--- src/rtl/button_event_pkg.sv ---
// Shared types and default timing for the button event stage.
// The default tick and threshold values are also used by the board top.
package button_event_pkg;

    // Press-tracking states of the event FSM.
    typedef enum logic [1:0] {
        IDLE,
        PRESSED,
        LONG
    } btn_state_t;

    // Defaults for a 50 MHz clock and a 1 ms tick.
    localparam int DEF_TICK_DIV           = 50000;
    localparam int DEF_LONG_TICKS         = 1000;
    localparam int DEF_REPEAT_DELAY_TICKS = 500;
    localparam int DEF_REPEAT_RATE_TICKS  = 100;
    localparam int DEF_CNT_W              = 16;

endpackage

--- src/rtl/button_event_tick_gen.sv ---
// Tick prescaler for button_event.
// It raises tick for one clk when the count reaches TICK_DIV-1 and then wraps to 0.
// A synchronous clear restarts the count, which makes the first tick land exactly
// TICK_DIV clks after the clear.
module tick_gen
    import button_event_pkg::*;
#(
    parameter int TICK_DIV = DEF_TICK_DIV
) (
    input  logic clk,
    input  logic reset_n,
    input  logic clear,
    output logic tick
);

    localparam int W = (TICK_DIV > 2) ? $clog2(TICK_DIV) : 1;
    localparam logic [W-1:0] LAST = W'(TICK_DIV - 1);

    logic [W-1:0] count;

    assign tick = (count == LAST);

    // Prescaler count: restarts on clear and wraps after the terminal value.
    // NOTE: sequential state uses non-blocking (<=) so every flop samples pre-edge values.
    always_ff @(posedge clk or negedge reset_n) begin
        if (!reset_n) begin
            count <= '0;
        end else if (clear || tick) begin
            count <= '0;
        end else begin
            count <= count + W'(1);
        end
    end

endmodule

--- src/rtl/button_event.sv ---
// Button event generator.
// Turns the debounced button level into one-cycle press, release, short-click and
// long-press events, plus an optional auto-repeat strobe.
// Optional feature: define AUTO_REPEAT_EN to build the auto-repeat countdown;
// without it repeat_pulse is tied low and no repeat logic exists.
// All outputs are registered; each event appears one clk after the edge is sampled.
module button_event
    import button_event_pkg::*;
#(
    parameter int TICK_DIV           = DEF_TICK_DIV,
    parameter int LONG_TICKS         = DEF_LONG_TICKS,
    parameter int REPEAT_DELAY_TICKS = DEF_REPEAT_DELAY_TICKS,
    parameter int REPEAT_RATE_TICKS  = DEF_REPEAT_RATE_TICKS,
    parameter int CNT_W              = DEF_CNT_W
) (
    input  logic             clk,
    input  logic             reset_n,
    input  logic             btn_level,
    output logic             press_pulse,
    output logic             release_pulse,
    output logic             short_pulse,
    output logic             long_pulse,
    output logic             repeat_pulse,
    output logic             held,
    output logic [CNT_W-1:0] hold_ticks
);

    // Reject parameter sets the counters cannot represent.
    if (TICK_DIV < 2 || LONG_TICKS < 1 || LONG_TICKS >= (1 << CNT_W) ||
        REPEAT_DELAY_TICKS < 1 || REPEAT_DELAY_TICKS >= (1 << CNT_W) ||
        REPEAT_RATE_TICKS < 1 || REPEAT_RATE_TICKS >= (1 << CNT_W)) begin : g_param_check
        $error("button_event: tick/threshold parameters out of range");
    end

    localparam logic [CNT_W-1:0] LONG_T = CNT_W'(LONG_TICKS);

    btn_state_t       state;
    logic             prev_level;
    logic             rise;
    logic             fall;
    logic             tick;
    logic [CNT_W-1:0] ticks_inc;

    assign rise = btn_level & ~prev_level;
    assign fall = ~btn_level & prev_level;

    // Saturating increment: hold_ticks sticks at all-ones instead of wrapping.
    assign ticks_inc = (hold_ticks == '1) ? hold_ticks : hold_ticks + CNT_W'(1);

    // The prescaler restarts on every press so tick phase is relative to press_pulse.
    tick_gen #(
        .TICK_DIV (TICK_DIV)
    ) u_tick_gen (
        .clk     (clk),
        .reset_n (reset_n),
        .clear   (rise),
        .tick    (tick)
    );

    // Event FSM: edge detection, hold timing and all registered event outputs.
    always_ff @(posedge clk or negedge reset_n) begin
        if (!reset_n) begin
            state         <= IDLE;
            prev_level    <= 1'b0;
            press_pulse   <= 1'b0;
            release_pulse <= 1'b0;
            short_pulse   <= 1'b0;
            long_pulse    <= 1'b0;
            held          <= 1'b0;
            hold_ticks    <= '0;
        end else begin
            prev_level    <= btn_level;
            press_pulse   <= 1'b0;
            release_pulse <= 1'b0;
            short_pulse   <= 1'b0;
            long_pulse    <= 1'b0;
            case (state)
                IDLE: begin
                    if (rise) begin
                        state       <= PRESSED;
                        press_pulse <= 1'b1;
                        held        <= 1'b1;
                        hold_ticks  <= '0;
                    end
                end
                PRESSED: begin
                    // A fall beats a coincident tick, so a release on the threshold tick
                    // is still a short click and hold_ticks keeps its pre-tick value.
                    if (fall) begin
                        state         <= IDLE;
                        release_pulse <= 1'b1;
                        short_pulse   <= 1'b1;
                        held          <= 1'b0;
                    end else if (tick) begin
                        hold_ticks <= ticks_inc;
                        if (ticks_inc == LONG_T) begin
                            state      <= LONG;
                            long_pulse <= 1'b1;
                        end
                    end
                end
                LONG: begin
                    if (fall) begin
                        state         <= IDLE;
                        release_pulse <= 1'b1;
                        held          <= 1'b0;
                    end else if (tick) begin
                        hold_ticks <= ticks_inc;
                    end
                end
                default: begin
                    state <= IDLE;
                end
            endcase
        end
    end

`ifdef AUTO_REPEAT_EN
    localparam logic [CNT_W-1:0] DELAY_T = CNT_W'(REPEAT_DELAY_TICKS);
    localparam logic [CNT_W-1:0] RATE_T  = CNT_W'(REPEAT_RATE_TICKS);

    // Ticks left until the next repeat strobe; independent of hold_ticks saturation.
    logic [CNT_W-1:0] repeat_left;

    // Auto-repeat countdown: reloaded on press, strobes on each expiry while held.
    always_ff @(posedge clk or negedge reset_n) begin
        if (!reset_n) begin
            repeat_left  <= '0;
            repeat_pulse <= 1'b0;
        end else begin
            repeat_pulse <= 1'b0;
            if (rise) begin
                repeat_left <= DELAY_T;
            end else if (state != IDLE && !fall && tick) begin
                if (repeat_left == CNT_W'(1)) begin
                    repeat_pulse <= 1'b1;
                    repeat_left  <= RATE_T;
                end else begin
                    repeat_left <= repeat_left - CNT_W'(1);
                end
            end
        end
    end
`else
    assign repeat_pulse = 1'b0;
`endif

endmodule

--- config.mk ---
export PLATFORM = sky130hd
export DESIGN_NAME = button_event
export DESIGN_NICKNAME = d
export VERILOG_FILES = /design/src/rtl/button_event_pkg.sv /design/src/rtl/button_event_tick_gen.sv /design/src/rtl/button_event.sv
export SDC_FILE = /design/constraint.sdc
export NUM_CORES = 1
export LEC_CHECK = 0
export ABC_AREA = 0
export BUFFER_PORTS_ARGS = -buffer_cell sky130_fd_sc_hd__buf_4
export CAP_MARGIN = 40
export CORE_ASPECT_RATIO = 0.7
export CORE_UTILIZATION = 25
export CTS_CLUSTER_DIAMETER = 150
export DETAILED_ROUTE_END_ITERATION = 6
export PLACE_DENSITY = 0.42
export SLEW_MARGIN = 10
export SYNTH_ARGS = -nofsm -noshare
export SYNTH_HDL_FRONTEND = slang
export SYNTH_SLANG_ARGS = --single-unit
--- constraint.sdc ---
create_clock -name clk -period 2.65 [get_ports clk]
set_input_delay 0.265 -clock clk [delete_from_list [all_inputs] [get_ports clk]]
set_output_delay 0.265 -clock clk [all_outputs]
set_load 0.03 [all_outputs]
==> reports/results.ini, run 1 <==
[detailed_routing]
firstDrtPassIters = 4
drt-total-wl_um = 6674
post_drt_wl_per_cell_um = 15.34
via_per_inst = 4.972
drcViolationCount = 0
ant_nets = 0
drtIter0Drc = 171
vias = 2163

[global_route]
grt-ovfl-total = 0
grt_pass1_wl_um = 11100
grt_usage_pct = 13.67
grt_max_degree = 41
antenna_found_initial = 0
grt_pass1_vias = 2075

[yosys]
synth_fa_ha_area_share_pct = 2.896
synth_most_common_cell = dfrtp_1
yosys_warnings = 0
synth.cell_area_um2 = 2592
synth_top_area_cell = dfrtp_1
synth-edff-count = 0
synth_cell_types = 61
synth_area_per_cell_um2 = 9.259
netlist_top_cells_area = dfrtp_1 39%, nor2_1 5.1%, a21oi_1 3.7%
synth-compound-area-share_pct = 17.62
synthSimpleGateAreaFrac_pct = 28.38
synth_ff_type = dfrtp_1
syn_inst = 280
muxShareOfSynthArea_pct = 1.593
ys_ff_latch = 40
synth_seq_area_share_pct = 38.61
synth_commonest_cells = 40 x dfrtp_1, 35 x nor2_1, 20 x nand2_1
synth-xor-area-share_pct = 5.068
syn_nets = 289
synth_top_family_by_area = simple AND/OR/NAND/NOR gates
netlist.area_leader.share_pct = 38.61
ys_async_sr_fraction_pct = 100.0

[sta]
max_freq_mhz = 415.6
tns_ps = 0
fin_crit_ps = 2406
finalMaxSlewViolations = 0
hold_violations = 0
slew_headroom_pct = 54.41
grt_setup_unrepaired = no
worstMarginPinSlew_ps = 680.9
skew_ps = 6.155
setup_viol = 0
fin_crit_sh_pct = 90.80

[setup_path]
ff2ff_setup_slack_ps = 240
cp-startpoint = hold_ticks[0]
r2r_start = hold_ticks[0]
critPathArrivalTime_ps = 2620
cp_slowest_cell = dfrtp_1
cp_max_fo = 10
rr_endpoint = state[1]
rr_worst_depth = 7
setup.worst_path.start_class = flip-flop
worstSetupEndpointType = flip-flop
required_ps = 2870
crit_type = reg -> reg
path_cells = ha_1 -> nand4_4 -> nor3_1 -> mux2i_1 -> o2111a_1 -> nand4_1 -> a21oi_1
slowest_delay_ps = 540

[pwr]
clkPwrFrac_pct = 38.4
seqPwrFrac_pct = 41.6
p_int_uw = 1155
switching_share_pct = 30.32
switching_power_uw = 502.5
power.total_uw = 1657
leakagePower_uw = 0.001301
ir_drop_v = 0.0003103
pwr-share-comb_pct = 20.1
p_per_area_nw_per_um2 = 539.7

[final_layout]
num_antenna_cells = 0
seqCellArea_um2 = 1001
fill_cells = 1033
area_growth_pct = 18.44
drive_gt1_share_pct = 21.50
nNetsFinal = 315
multi_input_area_um2 = 1453

[clock_tree]
cts.sinks = 40
clockBufferDepth = 2
cts_root_buf = clkbuf_16
cts_tree = built
htreeDepth = 2
clock_latency_ps = 290
clk_pin_slew_ps = 60
cts_buffers = 5

[placed_design]
port-buffer-count = 23
dp_hpwl_um = 4846
place_congestion = 0.8060

[min_path]
hold_path_class = in -> reg
hold_path_depth = 1
min-delay-start = btn_level
hold_end = prev_level

[floorplan]
dieArea_um2 = 10790
die_w_um = 123.7
row_count = 30
start_util_pct = 26.26
fp.dieH_um = 87.20
core_area_um2 = 9872
ioPinCount = 25

[run_status]
status = completed

[job]
maxCapViolCount = 0

## cell families after synthesis
| kind of cell | after synthesis |
|---|---|
| AND/OR/NAND/NOR | 122 |
| other | 1 |
| buffers and inverters | 28 |
| adder cells (fa/ha/maj) | 6 |
| multiplexers | 4 |
| flip-flops | 40 |
| AO/OA/AOI/OAI | 64 |
| XOR/XNOR | 15 |
## layout by cell type (no fill, tap or decap), types with 3 or more instances in the layout
cell	count
o21ai_0	7
nor3_1	7
a21oi_1	19
nor2_1	35
xor2_1	5
nand4_1	7
nand4_2	3
inv_1	14
and3_1	4
nand2b_1	4
dfrtp_1	40
o22a_1	3
and2_1	3
nand2_1	20
o21ai_1	10
ha_1	6
nor4_1	3
xnor2_1	10
nand3_1	10
or3_1	3
mux2i_1	3
nor4_2	3
o31ai_1	3
o41ai_2	4
buf_4	32
clkbuf_16	5
## power by group through the flow
stage	Combinational, uW	Clock, uW	Sequential [uW]
finish	333	636	689
global route	366	681	694
CTS	336	654	688
detailed placement	333	0	699
global placement	336	0	699
floorplan	216	0	715
## flip-flops by register name, summed over array words and instances, names as in the netlist
name	cells
held	1
hold_ticks	16
long_pulse	1
press_pulse	1
prev_level	1
release_pulse	1
short_pulse	1
state	2
u_tick_gen.count	16
## repair_timing
action                     CTS  global route
hold buffers                 1             0
hold endpoints to repair    40             0
gates resized for setup      0             1
setup endpoints to repair    0             3
setup buffers                0             0
## metrics by stage
stage | setup WS (ps) | std cells | hold WS (ps) | area [um2] | util [%]
6_report | 243.8 | 435 | 154.5 | 3070 | 31.10
5_1_grt | 27.94 | 435 | 150.9 | 3070 | 31.10
4_1_cts | 184.4 | 435 | 146.3 | 3062 | 31.01
3_5_place_dp | 207.7 | 426 | 299.3 | 2898 | 29.35
3_3_place_gp | 145.7 | 426 | 302.4 | 2898 | 29.35
2_1_floorplan | 434.5 | 280 | -30.59 | 2592 | -
## metal layers
metal | track usage [%] | up-vias | part of all wire, %
met2 | 18.18 | 32 | 40
met3 | 3.207 | 7 | 3.6
met4 | 4.162 | 0 | 1.2
met5 | 0 | - | 0
li1 | - | 1074 | -
met1 | 21.15 | 1050 | 56
## how the worst max path moves through the flow
stage | endpoint | slack, ps | cells after the start
floorplan | state[0] | 430 | 7
global placement | state[1] | 150 | 7
detailed placement | state[1] | 210 | 7
CTS | state[1] | 180 | 7
global route | state[1] | 30 | 7
finish | state[1] | 240 | 7
## worst max-delay path, delay by kind of cell (launching register included)
kind            cells  cell delay [ps]
fa+ha+maj           1              370
compound gates      2              450
flops               1              540
simple gates        3              660
mux                 1              300
## cell type report
class / instances / area share (%)
Multi-Input combinational cell: 212 / 47.31
Sequential cell: 40 / 32.60
Timing Repair Buffer: 33 / 8.150
Tap cell: 128 / 5.216
Clock buffer: 6 / 4.523
Inverter: 14 / 1.711
Clock inverter: 2 / 0.4890
(Power assumes the default switching activity.)
==> run 2, diff against run 1 <==
PLACE_DENSITY = 0.44   (was 0.42)
clock period = 2.2 ns   (was 2.65 ns; I/O delays follow)
==> reports/results.ini, run 2 (synthesized netlist as in run 1, its figures left out) <==
[run_status]
status = completed

[final_layout]
mostFrequentLayoutCells = 64 x buf_4, 37 x dfrtp_1, 35 x nor2_1
drive_gt1_share_pct = 31.18  ; +9.7 points
seqCellArea_um2 = 1005  ; +0.37%
mostFrequentLayoutCell = buf_4
num_antenna_cells = 0  ; unchanged
multi_input_area_um2 = 1484  ; +2.2%
nNetsFinal = 348  ; +10%
largestRegisters = hold_ticks: 16 flops, u_tick_gen.count: 16 flops, state: 2 flops
area_growth_pct = 30.41
fill_cells = 1016  ; -1.6%

[floorplan]
dieArea_um2 = 10790  ; unchanged
die_w_um = 123.7  ; unchanged
ioPinCount = 25  ; unchanged
core_area_um2 = 9872  ; unchanged
start_util_pct = 26.26  ; unchanged
row_count = 30  ; unchanged
fp.dieH_um = 87.20  ; unchanged

[global_route]
grt_max_degree = 41  ; unchanged
grt_pass1_wl_um = 11680  ; +5.2%
grt-ovfl-total = 0  ; unchanged
grt_usage_pct = 14.51  ; +0.84 points
grt_pass1_vias = 2221  ; +7.0%
antenna_found_initial = 0  ; unchanged

[sta]
worstMarginPinSlew_ps = 552.0  ; -128.8 ps
max_freq_mhz = 483.4  ; +16%
slew_headroom_pct = 63.11  ; +8.7 points
hold_violations = 0  ; unchanged
worst_slack_ps = 131.1  ; -112.7 ps
fin_crit_ps = 2069  ; -337.3 ps
skew_ps = 5.521  ; -0.6337 ps
setup_viol = 0  ; unchanged
fin_crit_sh_pct = 94.04  ; +3.2 points
finalMaxSlewViolations = 0  ; unchanged
worst_hold_slack_ps = 100.2  ; -54.33 ps

[placed_design]
port-buffer-count = 23  ; unchanged
place_congestion = 0.8923  ; +11%
dp_hpwl_um = 5390  ; +11%
pre_cts_ws_ps = -19.35  ; -227.0 ps

[pwr]
switching_share_pct = 28.22  ; -2.1 points
p_int_uw = 1555  ; +35%
switching_power_uw = 611.2  ; +22%
p_per_area_nw_per_um2 = 640.7  ; +19%
clkPwrFrac_pct = 40.5  ; +2.1 points
seqPwrFrac_pct = 38.0  ; -3.6 points
pwr-share-comb_pct = 21.5  ; +1.4 points
ir_drop_v = 0.0003152  ; +1.6%
leakagePower_uw = 0.001489  ; +14%

[setup_path]
path_cells = inv_2 -> ha_1 -> nor2_1 -> a21oi_1 -> or4b_4 -> buf_4 -> a21oi_1 -> o21ai_1 -> o41ai_2
cp_top_family = simple AND/OR/NAND/NOR gates
critPathArrivalTime_ps = 2250  ; -370 ps
required_ps = 2390  ; -480 ps
slowest_delay_ps = 560  ; +20 ps
cp.depth = 9  ; +2
cp_max_fo = 8  ; -2
crit_type = reg -> reg
setup.worst_path.start_class = flip-flop
crit_top_cell = a21oi_1
cp_slowest_cell = or4b_4
path_buf_inv = 2  ; +2
rr_worst_depth = 9  ; +2
worstSetupEndpointType = flip-flop

[detailed_routing]
firstDrtPassIters = 5  ; +1
vias = 2289  ; +5.8%
via_per_inst = 4.891  ; -1.6%
drcViolationCount = 0  ; unchanged
post_drt_wl_per_cell_um = 15.17  ; -1.1%
drt-total-wl_um = 7099  ; +6.4%
drtIter0Drc = 154  ; -9.9%
ant_nets = 0  ; unchanged

[clock_tree]
cts_tree = built
htreeDepth = 2  ; unchanged
clk_pin_slew_ps = 60  ; about the same
clockBufferDepth = 2  ; unchanged
cts_root_buf = clkbuf_16
clock_latency_ps = 290  ; about the same
cts.sinks = 40  ; unchanged
cts_buffers = 5  ; unchanged

[job]
maxCapViolCount = 0  ; unchanged

[min_path]
hold_path_class = in -> reg
hold_path_depth = 1  ; unchanged

## run 2: changes by cell type in the layout (fill, tap and decap cells not counted), moves of 2 or more
| cell | before | now |
|---|---|---|
| buf_4 | 32 | 64 |
| dfrtp_1 | 40 | 37 |
| dfrtp_2 | 0 | 3 |
| nor4_1 | 3 | 0 |
| nor4_2 | 3 | 6 |
| clkinvlp_4 | 2 | 0 |
## run 2: routing by layer
metal	global-route usage (%)	wire length [um]	vias to the layer above
met3	3.730	504	9
met5	0	0	-
li1	-	-	1137
met2	18.54	2751	56
met1	22.79	3748	1087
met4	4.491	95	0
## run 2: power by group through the flow
stage	Combinational, uW	Sequential (uW)	Clock (uW)
global placement	471	837	0
finish	466	824	877
detailed placement	466	834	0
global route	527	831	933
CTS	469	822	907
floorplan	260	861	0
## run 2: layout make-up
| type | count | share of cell area (%) |
|---|---|---|
| Inverter | 14 | 1.554 |
| Clock inverter | 2 | 1.147 |
| Timing Repair Buffer | 66 | 14.84 |
| Tap cell | 128 | 4.737 |
| Multi-Input combinational cell | 212 | 43.89 |
| Sequential cell | 40 | 29.72 |
| Clock buffer | 6 | 4.108 |
## run 2: worst paths after layout
check                      slack, ps                 from             endpoint
setup / recovery                 130             state[1]        hold_ticks[7]
hold / removal                   100            btn_level           prev_level
setup reg to reg                 130             state[1]        hold_ticks[7]
hold reg to reg                  450  u_tick_gen.count[0]  u_tick_gen.count[0]
max in group asynchronous       1340              reset_n        hold_ticks[4]
min in group asynchronous        450              reset_n          short_pulse
## run 2: worst reg2reg max path: stages, from the launching register on
cell and delay, ps:
dfrtp_1 430, inv_2 90, ha_1 210, nor2_1 130
a21oi_1 60, or4b_4 560, buf_4 190, a21oi_1 120
o21ai_1 90, o41ai_2 70
## run 2: what timing repair did
| action | in CTS | in global routing |
|---|---|---|
| hold buffers | 1 | 0 |
| setup buffers | 1 | 1 |
| setup endpoints to repair | 3 | 8 |
| pin swaps | 1 | 1 |
| hold endpoints to repair | 40 | 0 |
| gates resized for setup | 1 | 8 |
## run 2: stage by stage
step                area, um2  instances  utilization [%]  setup TNS (ps)  power (uW)
CTS                      3334        467            33.78               0        2198
global placement         3133        457            31.74               0        1308
floorplan                2595        280                -               0        1121
finish                   3381        468            34.25               0        2166
global route             3381        468            34.25          -16.13        2291
detailed placement       3133        457            31.74          -19.35        1301
==> run 3, diff against run 2 <==
--- a/config.mk
+++ b/config.mk
@@ -17,3 +17,4 @@
 export SYNTH_ARGS = -nofsm -noshare
 export SYNTH_HDL_FRONTEND = slang
+export SYNTH_HIERARCHICAL = 1
 export SYNTH_SLANG_ARGS = --single-unit
==> constraint.sdc (replaced) <==
create_clock -name clk -period 2.2 [get_ports clk]
set_input_delay 0.22 -clock clk [delete_from_list [all_inputs] [get_ports clk]]
set_output_delay 0.22 -clock clk [all_outputs]
set_load 0.005 [all_outputs]
==> reports/results.ini, run 3 <==
[setup_path]
cp_top_family = simple AND/OR/NAND/NOR gates
worstSetupEndpointType = flip-flop
cp_max_fo = 3  ; -5
crit_type = reg -> reg
path_cells = or4b_4 -> nor4_4 -> o2111ai_2 -> nor4b_4 -> a21oi_2 -> or3b_1
path_buf_inv = 0  ; -2
setup.worst_path.start_class = flip-flop
critPathArrivalTime_ps = 2480  ; +230 ps
required_ps = 2360  ; -30 ps
cp-startpoint = u_tick_gen/count[4]
r2r_start = u_tick_gen/count[4]
slowest_delay_ps = 550  ; about the same
cp_slowest_cell = or4b_4

[sta]
fin_crit_ps = 2318  ; +249.6 ps
finalMaxSlewViolations = 0  ; unchanged
worst_slack_ps = -118.4  ; -249.6 ps
worstMarginPinSlew_ps = 559.3  ; +7.208 ps
slew_headroom_pct = 62.72  ; -0.39 points
grt_setup_unrepaired = yes
tns_ps = -246.4  ; -246.4 ps
hold_violations = 0  ; unchanged
skew_ps = 7.566  ; +2.045 ps
setup_viol = 4  ; +4
max_freq_mhz = 431.3  ; -11%
fin_crit_sh_pct = 105.4  ; +11 points

[final_layout]
num_antenna_cells = 0  ; unchanged
mostFrequentLayoutCells = 102 x buf_4, 36 x dfrtp_1, 35 x nor2_1
fill_cells = 993  ; -2.3%
nNetsFinal = 399  ; +15%
utilization_pct = 39.27  ; +5.0 points
mostFrequentLayoutCell = buf_4
largestRegisters = hold_ticks: 16 flops, u_tick_gen/count: 16 flops, state: 2 flops
drive_gt1_share_pct = 42.71  ; +12 points
area_growth_pct = 50.22
fin_cells = 519  ; +11%

[yosys]
synth_top_area_cell = dfrtp_1
netlist.area_leader.share_pct = 38.93  ; +0.32 points
syn_inst = 287  ; +2.5%
synth_commonest_cells = 40 x dfrtp_1, 35 x nor2_1, 23 x nand2_1
synth_ff_type = dfrtp_1
synth_cell_types = 58  ; -4.9%
synth-edff-count = 0  ; unchanged
netlist_top_cells_area = dfrtp_1 39%, nor2_1 5.1%, xnor2_1 4.8%
synth_seq_area_share_pct = 38.93  ; +0.32 points
yosys_warnings = 6  ; +6
ys_async_sr_fraction_pct = 100.0  ; unchanged
syn_nets = 296  ; +2.4%
ys_ff_latch = 40  ; unchanged
synth_most_common_cell = dfrtp_1
synth.cell_area_um2 = 2571  ; -0.82%
synth_area_per_cell_um2 = 8.959  ; -3.2%

[clock_tree]
clk_pin_slew_ps = 70  ; about the same
htreeDepth = 2  ; unchanged
cts_root_buf = clkbuf_16
cts_tree = built
clock_latency_ps = 280  ; about the same
clockBufferDepth = 2  ; unchanged
cts_buffers = 5  ; unchanged
cts.sinks = 40  ; unchanged

[min_path]
hold_path_class = in -> reg
min-delay-start = btn_level

[detailed_routing]
vias = 2470  ; +7.9%
drcViolationCount = 0  ; unchanged
drt-total-wl_um = 7676  ; +8.1%
via_per_inst = 4.759  ; -2.7%
ant_nets = 0  ; unchanged
firstDrtPassIters = 4  ; -1
drtIter0Drc = 148  ; -3.9%
post_drt_wl_per_cell_um = 14.79  ; -2.5%

[global_route]
grt_pass1_wl_um = 12300  ; +5.3%
grt-ovfl-total = 0  ; unchanged
grt_max_degree = 41  ; unchanged
grt_usage_pct = 15.04  ; +0.53 points
grt_pass1_vias = 2271  ; +2.3%
antenna_found_initial = 0  ; unchanged

[floorplan]
start_util_pct = 26.15  ; -0.12 points
fp.dieH_um = 86.85  ; -0.40%
die_w_um = 123.2  ; -0.40%
core_area_um2 = 9834  ; -0.38%
dieArea_um2 = 10700  ; -0.80%
ioPinCount = 25  ; unchanged
row_count = 30  ; unchanged

[placed_design]
dp_hpwl_um = 5548  ; +2.9%
place_congestion = 0.8040  ; -9.9%
pre_cts_ws_ps = -281.4  ; -262.0 ps
port-buffer-count = 23  ; unchanged
dp_cells = 490  ; +7.2%

[pwr]
ir_drop_v = 0.0003496  ; +11%
p_per_area_nw_per_um2 = 735.1  ; +15%
leakagePower_uw = 0.001723  ; +16%

[run_status]
status = finished, violations left
violations = negative setup slack

[job]
maxCapViolCount = 0  ; unchanged

==> run 3: cell types whose count changed after synthesis, sizes merged, moves of 3 or more <==
cell	previous run	this run
and3	6	1
nand3	12	16
o41ai	5	0
or3	3	6
xnor2	10	14
xor2	5	2
==> run 3: layer usage <==
layer / track usage, % / up-vias / share of wire [%] / routed length, um
met1: 24.32 / 1183 / 55 / 4246
met4: 3.067 / 0 / 0.60 / 46
li1: - / 1232 / - / -
met5: 0 / - / 0 / 0
met3: 2.683 / 4 / 4.3 / 332
met2: 20.11 / 51 / 40 / 3049
==> run 3: where the power goes <==
group	internal, uW	switching [uW]	total (uW)	leakage [uW]
clock network	533	304	837	0.0000798
logic	518	575	1090	0.00111
registers	818	91.6	909	0.000536
==> run 3: repair_timing <==
action                     in CTS  in global routing
hold endpoints to repair       40                  0
pin swaps                       9                 15
setup endpoints to repair      14                 15
gates resized for setup        16                 40
setup buffers                   8                 11
cloned                          0                  1
hold buffers                    1                  0
==> run 3: cell families (layout without fill, tap and decap cells) <==
family          count (synthesis)  in the layout  share of synthesized area (%)
xor+xnor                       16             16                          5.450
compound gates                 58             58                          14.60
mux                             4              4                          1.606
other cells                     1              1                         0.1458
fa+ha+maj                       6              6                          2.920
flops                          40             40                          38.93
simple gates                  134            134                          30.37
buf+inv                        28            132                          5.985
==> run 3: cell type report <==
type / instances / area (um2) / area share, %
clock buffer: 5 / 125.1 / 3.239
clock inverter: 3 / 42.54 / 1.101
inverter: 15 / 56.30 / 1.458
multi-input combinational: 219 / 1612 / 41.72
sequential: 40 / 1006 / 26.04
tap: 128 / 160.2 / 4.146
timing repair buffer: 109 / 860.8 / 22.29
==> run 3: path summary, 6_finish.rpt <==
check / end / slack, ps / cells after the start
max in group asynchronous: hold_ticks[0] / 1320 / 2
worst min register to register: u_tick_gen/count[0] / 530 / 2
worst max-delay path: state[0] / -120 / 6
worst max register to register: state[0] / -120 / 6
worst min-delay path: prev_level / 70 / 1
min in group asynchronous: hold_ticks[13] / 480 / 2
==> run 3: worst register-to-register path, cell delays in order, from the launching register on <==
cell and delay (ps):
dfrtp_1 380, or4b_4 550, nor4_4 290, o2111ai_2 200, nor4b_4 350, a21oi_2 90, or3b_1 350
==> run 3: stage by stage <==
stage	total power [uW]	hold WS, ps	instance area, um2
floorplan	1384	-75.59	2601
global placement	1762	246.2	3324
detailed placement	1755	250.4	3324
CTS	2650	60.57	3635
global route	3022	59.87	3862
finish	2839	66.09	3862
